File: src/rtl/instr_fetch.sv
// instr_fetch: instruction-fetch stage feeding the IF/ID pipeline register.
// Owns the program counter and drives a req/ack instruction-memory port.
// Returned words are buffered in a 2-entry queue, and one instruction per
// cycle is presented to IF/ID. An all-zero instruction_out is the bubble.
//
// Ports:
//   clk, reset              single clock, synchronous active-high reset
//   imem_req/imem_addr      fetch request and address (address held until ack)
//   imem_ack/imem_data      ack and returned word (ack may come same cycle)
//   stall                   downstream hold, freezes the output register
//   branch_taken/target     one-cycle redirect pulse and new PC
//   instruction_out/pc_out  registered instruction and its PC
//   fetch_valid             instruction_out carries a real instruction
//
// state | meaning
// FETCH | issue a request at pc whenever the queue has room
// WAIT  | request outstanding, address held until ack
// FLUSH | redirect pending, old request drained and its data dropped
module instr_fetch #(
   parameter int                 ADDR_W   = 32,
   parameter logic [ADDR_W-1:0]  RESET_PC = '0,
   parameter int                 PC_STEP  = 4
) (
   input  logic              clk,
   input  logic              reset,
   output logic              imem_req,
   output logic [ADDR_W-1:0] imem_addr,
   input  logic              imem_ack,
   input  logic [31:0]       imem_data,
   input  logic              stall,
   input  logic              branch_taken,
   input  logic [ADDR_W-1:0] branch_target,
   output logic [31:0]       instruction_out,
   output logic [ADDR_W-1:0] pc_out,
   output logic              fetch_valid
);

   typedef enum logic [1:0] {FETCH, WAIT, FLUSH} state_t;

   state_t            state;
   logic [ADDR_W-1:0] pc;
   logic [ADDR_W-1:0] pc_next;
   logic [ADDR_W-1:0] target_saved;
   logic [31:0]       q_word [2];
   logic [ADDR_W-1:0] q_pc   [2];
   logic [1:0]        count;
   logic              acked;
   logic              push;
   logic              pop;
   logic              wr_sel;

   // Request depends only on state, queue occupancy and reset, never on
   // stall; reset gating keeps the port quiet during the reset cycle.
   assign imem_req  = !reset && ((state != FETCH) || (count < 2'd2));
   assign imem_addr = pc;
   assign pc_next   = pc + ADDR_W'(PC_STEP);

   assign acked = imem_req && imem_ack;
   assign push  = acked && (state != FLUSH) && !branch_taken;
   assign pop   = !branch_taken && !stall && (count != 2'd0);
   // Slot written by a push, accounting for a simultaneous shift-down.
   assign wr_sel = pop ? (count == 2'd2) : (count == 2'd1);

   always_ff @(posedge clk) begin
      if (reset) begin
         state           <= FETCH;
         pc              <= RESET_PC;
         target_saved    <= RESET_PC;
         count           <= 2'd0;
         instruction_out <= '0;
         pc_out          <= '0;
         fetch_valid     <= 1'b0;
      end else begin
         if (branch_taken) begin
            if (imem_req && !imem_ack) begin
               state        <= FLUSH;
               target_saved <= branch_target;
            end else begin
               state <= FETCH;
               pc    <= branch_target;
            end
         end else begin
            case (state)
               FETCH: begin
                  if (imem_req) begin
                     if (imem_ack) pc <= pc_next;
                     else          state <= WAIT;
                  end
               end
               WAIT: begin
                  if (imem_ack) begin
                     pc    <= pc_next;
                     state <= FETCH;
                  end
               end
               FLUSH: begin
                  if (imem_ack) begin
                     pc    <= target_saved;
                     state <= FETCH;
                  end
               end
               default: state <= FETCH;
            endcase
         end

         if (branch_taken) begin
            count <= 2'd0;
         end else begin
            if (pop) begin
               q_word[0] <= q_word[1];
               q_pc[0]   <= q_pc[1];
            end
            if (push) begin
               q_word[wr_sel] <= imem_data;
               q_pc[wr_sel]   <= pc;
            end
            if (push && !pop)      count <= count + 2'd1;
            else if (pop && !push) count <= count - 2'd1;
         end

         if (branch_taken) begin
            instruction_out <= '0;
            fetch_valid     <= 1'b0;
         end else if (!stall) begin
            if (count != 2'd0) begin
               instruction_out <= q_word[0];
               pc_out          <= q_pc[0];
               fetch_valid     <= 1'b1;
            end else begin
               instruction_out <= '0;
               fetch_valid     <= 1'b0;
            end
         end
      end
   end

endmodule

File: config.mk
export PLATFORM = sky130hd
export DESIGN_NAME = instr_fetch
export DESIGN_NICKNAME = d
export VERILOG_FILES = /design/src/rtl/instr_fetch.sv
export SDC_FILE = /design/constraint.sdc
export NUM_CORES = 1
export LEC_CHECK = 0
export CAP_MARGIN = 0
export CELL_PAD_IN_SITES_DETAIL_PLACEMENT = 0
export CELL_PAD_IN_SITES_GLOBAL_PLACEMENT = 1
export CORE_ASPECT_RATIO = 0.75
export CORE_MARGIN = 3
export CORE_UTILIZATION = 45
export DETAILED_ROUTE_END_ITERATION = 7
export MAX_ROUTING_LAYER = met4
export PLACE_DENSITY_LB_ADDON = 0.1
export SETUP_SLACK_MARGIN = 0.5
export SLEW_MARGIN = 15
export SYNTH_ARGS = -nofsm -noshare
export SYNTH_HDL_FRONTEND = slang
export SYNTH_SLANG_ARGS = --single-unit
File: constraint.sdc
create_clock -name clk -period 14.9 [get_ports clk]
set_input_delay 2.98 -clock clk [delete_from_list [all_inputs] [get_ports clk]]
set_output_delay 2.98 -clock clk [all_outputs]
set_load 0.1 [all_outputs]
### After elaboration in Yosys (flattened, before gate mapping)

Memories as Yosys holds them, arrays and structs flattened. A register that Yosys moved wholly into a read port is not among the register bits.
Cells that the tools add are included.

| storage, ports and cells | value |
|---|---|
| flip-flop bits (word level) | 101 |
| bits in writable memories | 128 |
| input bits | 69 |
| word-level logic and storage cells | 76 |
| memories kept | 2 |

| operators by class | value |
|---|---|
| add/sub/neg operators | 3 |
| $lt $le $gt $ge | 1 |
| equality and inequality tests | 10 |
| muxes and demuxes | 25 |
| bitwise logic cells | 2 |
| reduce and logical (&&, ||, !) cells | 27 |

Memory list:

| name | depth | width | read ports | clocked after Yosys merged registers in | wr ports | RTL line | RTL |
|---|---|---|---|---|---|---|---|
| q_pc | 2 | 32 | 2 | 1 | 2 | 45 | `logic [ADDR_W-1:0] q_pc [2];` |
| q_word | 2 | 32 | 2 | 0 | 2 | 44 | `logic [31:0] q_word [2];` |

Operators with widths:

| kind | count |
|---|---|
| $mux 32 | 6 |
| $pmux 32 s3 | 1 |
| $add 32x3->32 const B | 1 |
| $mux 2 | 7 |
| $mux 1 | 10 |
| $logic_and 1x1->1 | 9 |
| $ne 3x3->1 const B | 3 |
| $logic_not 1->1 | 6 |
| $reduce_and 3->1 | 2 |
| $reduce_bool 2->1 | 3 |
| $eq 2x1->1 const B | 2 |
| $eq 2x2->1 const B | 2 |
| $ne 2x2->1 const B | 2 |
| $pmux 2 s2 | 1 |
| $reduce_and 4->1 | 1 |
| $reduce_bool 4->1 | 1 |
| $reduce_or 2->1 | 2 |
| $ne 3x1->1 const B | 1 |
| $add 2x1->2 const B | 1 |
| $logic_not 2->1 | 1 |
| $lt 2x2->1 const B | 1 |
| $not 1->1 | 2 |
| $reduce_and 2->1 | 1 |
| $sub 2x1->2 const B | 1 |
| $logic_or 1x1->1 | 1 |

### Depth between registers and ports, before layout

| depth | value |
|---|---|
| depth in word-level cells | 10 |
| depth in mapped cells | 10 |
| mapped depth without buffers | 9 |

### Least setup slack after synthesis

OpenSTA, ideal clock, no wires.

| path | value |
|---|---|
| path type | input -> register |
| from | in stall |
| to | mem q_pc[0][0] (enable) |
| setup time | 575 ps |
| data arrival time | 8422 ps |
| setup slack | 5903 ps |
| stages | 5 |
| buffers on the path | 2 |
| cells stage by stage | clkbuf_1 -> nor3_4 -> clkinv_1 -> clkbuf_1 -> o21ai_0 |

RTL lines:

| what | RTL line | RTL |
|---|---|---|
| start, declared | 30 | `input logic stall,` |
| end, declared | 45 |  |

### Worst setup path after layout

| path | value |
|---|---|
| from | in reset |
| to | out imem_req |

| on the way | value |
|---|---|
| longest elaborated chain between the ends | 2 |

Ends and longest elaborated chain:

| what | RTL line | RTL |
|---|---|---|
| start, declared | 25 | `input logic reset,` |
| $logic_not 1->1 | 54 | `assign imem_req = !reset && ((state != FETCH) \|\| (count < 2'd2));` |
| $logic_and 1x1->1 | 54 |  |
| end, declared | 26 | `output logic imem_req,` |

Every way passes these cells.

==> impl_metrics.yaml <==
synthesis:
  synth_xor_area_frac: 0.00739
  synth_ff_type: "dfxtp_1"
  yosys_warnings: 0
  ys_seq_area_frac: 0.610
  synth.area.mux_share: 0.0732
  synth.distinct_cells: 59
  ys_seq_elements: 261
  async_reset_ff_frac: 0
  synth_top_family_by_area: "compound AO/OA/AOI/OAI gates"
  syn_area_per_cell_um2: 10.8
  synth_simple_gate_area_frac: 0.132
  syn_nets: 1065
  syn_inst: 988
  synth_compound_area_frac: 0.133
  synth_fa_ha_area_frac: 0.00939
  synth_edf_count: 128
  synth_area_um2: 10700
setup_path:
  worstPathMaxFanout: 32
  crit_path_end_kind: "output port"
  critical_path_buf_inv_count: 3
  start_kind: "input pin"
  critical-path-top-delay-family: "buffers and inverters"
  path_cells: "buf_4 > a21o_1 > inv_1 > clkdlybuf4s50_1"
  crit_type: "in2out"
  required_ps: 11920
  slowest_stage: "clkdlybuf4s50_1"
  critPathMaxStageDelay_ps: 1170
  critical_path_arrival_ps: 4770
place:
  dp_hpwl_um: 16600
  place.gp.congestion: 0.781
  portBuffers: 166
global_routing:
  grt_overflow: 0
  grt.total_usage: 0.211
  grt_max_degree: 80
  antenna_found_initial: 0
  grt_first_pass_wirelength_um: 42200
  first_global_vias: 7444
timing:
  holdWs_ps: 453
  setup_tns_ps: 0
  drv_slew: 0
  fin_crit_ps: 7750
  fin_skew_ps: 11.5
  fmax_ghz: 0.129
  post-route-period-util: 0.520
  worst_slew_pin_slew_ps: 1060
  hold_violations: 0
  slew_headroom: 0.289
  setup_viol: 0
  rsz0062_at_grt: "no"
cts:
  ctsResizeCount: 0
  cts_hold_buf: 0
  post-cts-setup-buffers: 0
  cts_buffers: 26
  cts_tree: "yes"
  cts_buffer_depth: 3
  insertion_delay_ps: 520
  root_buffer: "clkbuf_16"
  cts.htree.levels: 1
  clkSlewWorstSetupHoldPaths_ps: 60
  cts_sinks: 261
flow_run:
  maxCapViolCount: 0
floorplan:
  dieArea_um2: 25600
  core-area_um2: 23100
  fp.dieW_um: 184
  rows: 48
  die_h_um: 139
  initial_utilization: 0.461
  io-pin-count: 167
routing:
  routedWlPerCell_um: 18.6
  wl_um: 26900
  drtIter0Drc: 599
  vias_per_cell: 5.45
  drt_first_pass_iters: 5
  ant_nets: 0
  drc: 0
  num_vias: 7867
finish:
  multi_input_area_um2: 3830
  final_common_cell: "nand2_1"
  layout-drive-gt1-share: 0.0804
  layout_common_cells: "168 x nand2_1, 164 x clkdlybuf4s50_1, 133 x dfxtp_1, 128 x edfxtp_1, 113 x a21oi_1"
  diodes: 0
  fill_cells: 2002
  areaGrowthSynthToFinish_pct: 25.3
  final_nets: 1201
  seq_area_um2: 6510
power_and_ir_drop:
  cellPowerDensity_nw_per_um2: 122
  p_leak_nw: 4.50
  ir_worst_vdd_mv: 0.0914
run_status:
  status: "finished clean"
min_path:
  hold_path.class: "reg2reg"
[Yosys cell counts (6+ instances only)]
library cell	n	area, µm²
nand2_1	169	634
a22oi_1	34	255
buf_1	8	30.0
inv_1	16	60.1
a211oi_1	15	113
a31oi_1	8	50.1
buf_2	11	55.1
and3_1	8	50.1
clkbuf_1	45	169
mux2i_1	6	60.1
a21oi_1	113	566
nor2_1	73	274
ha_1	8	100
o21ai_0	45	225
nand3_1	10	50.1
dfxtp_1	133	2660
nor4_1	7	43.8
edfxtp_1	128	3840
mux2_1	41	462
nor3_1	13	65.1
mux2_2	23	259
[tightest hold or removal path: cells and delay by family (launching register included)]
family | cells | cell delay (ps)
flip-flops | 1 | 310
AO/OA/AOI/OAI | 1 | 50
AND/OR/NAND/NOR | 1 | 50
[final timing paths]
path | startpoint | to | slack, ps | depth (start not counted)
hold reg to reg | target_saved[0]$_SDFFE_PP0P_ | target_saved[0]$_SDFFE_PP0P_ | 450 | 2
setup / recovery | reset | imem_req | 7150 | 4
hold / removal | target_saved[0]$_SDFFE_PP0P_ | target_saved[0]$_SDFFE_PP0P_ | 450 | 2
setup reg to reg | state[0]$_SDFFE_PP0P_ | q_pc[0][12]$_DFFE_PP_ | 10980 | 8
[state kept, by name, indices dropped and copies added, names as in the netlist, 2 cells and up]
register / cells
instruction_out: 32
imem_addr: 32
q_word: 64
target_saved: 32
state: 2
q_pc: 64
pc_out: 32
count: 2
[final cells by class]
class | instances | area share
Timing Repair Buffer | 178 | 0.131
Inverter | 18 | 0.00506
Clock inverter | 7 | 0.00627
Sequential cell | 261 | 0.487
Tap cell | 300 | 0.0281
Multi-Input combinational cell | 639 | 0.286
Clock buffer | 41 | 0.0567
[per-stage QoR]
step / std cells / cell area, µm² / power (mW) / setup slack [ps] / util
2_1_floorplan: 988 / 10700 / 0.929 / 5900 / -
3_3_place_gp: 1396 / 12500 / 0.991 / 7160 / 0.541
3_5_place_dp: 1396 / 12500 / 0.992 / 7170 / 0.541
4_1_cts: 1444 / 13400 / 1.64 / 7160 / 0.578
5_1_grt: 1444 / 13400 / 1.68 / 7080 / 0.578
6_report: 1444 / 13400 / 1.62 / 7150 / 0.578
[metal layers]
layer	wire length, µm	vias to the layer above	track usage
met5	0	-	-
met4	445	0	0.0398
met3	1510	33	0.0329
met2	11800	234	0.309
met1	13100	3778	0.314
li1	-	3822	-
[cells by family after synthesis]
logic type,Yosys count
AND/OR/NAND/NOR,314
AO/OA/AOI/OAI,238
XOR/XNOR,9
multiplexers,70
flip-flops,261
adder cells (fa/ha/maj),8
buffers and inverters,88
[power by group]
group | leakage, nW | internal, mW | switching (mW)
Sequential | 2.27 | 0.771 | 0.0235
Clock | 0.413 | 0.383 | 0.265
Combinational | 1.81 | 0.0565 | 0.125
(Power assumes the default switching activity.)
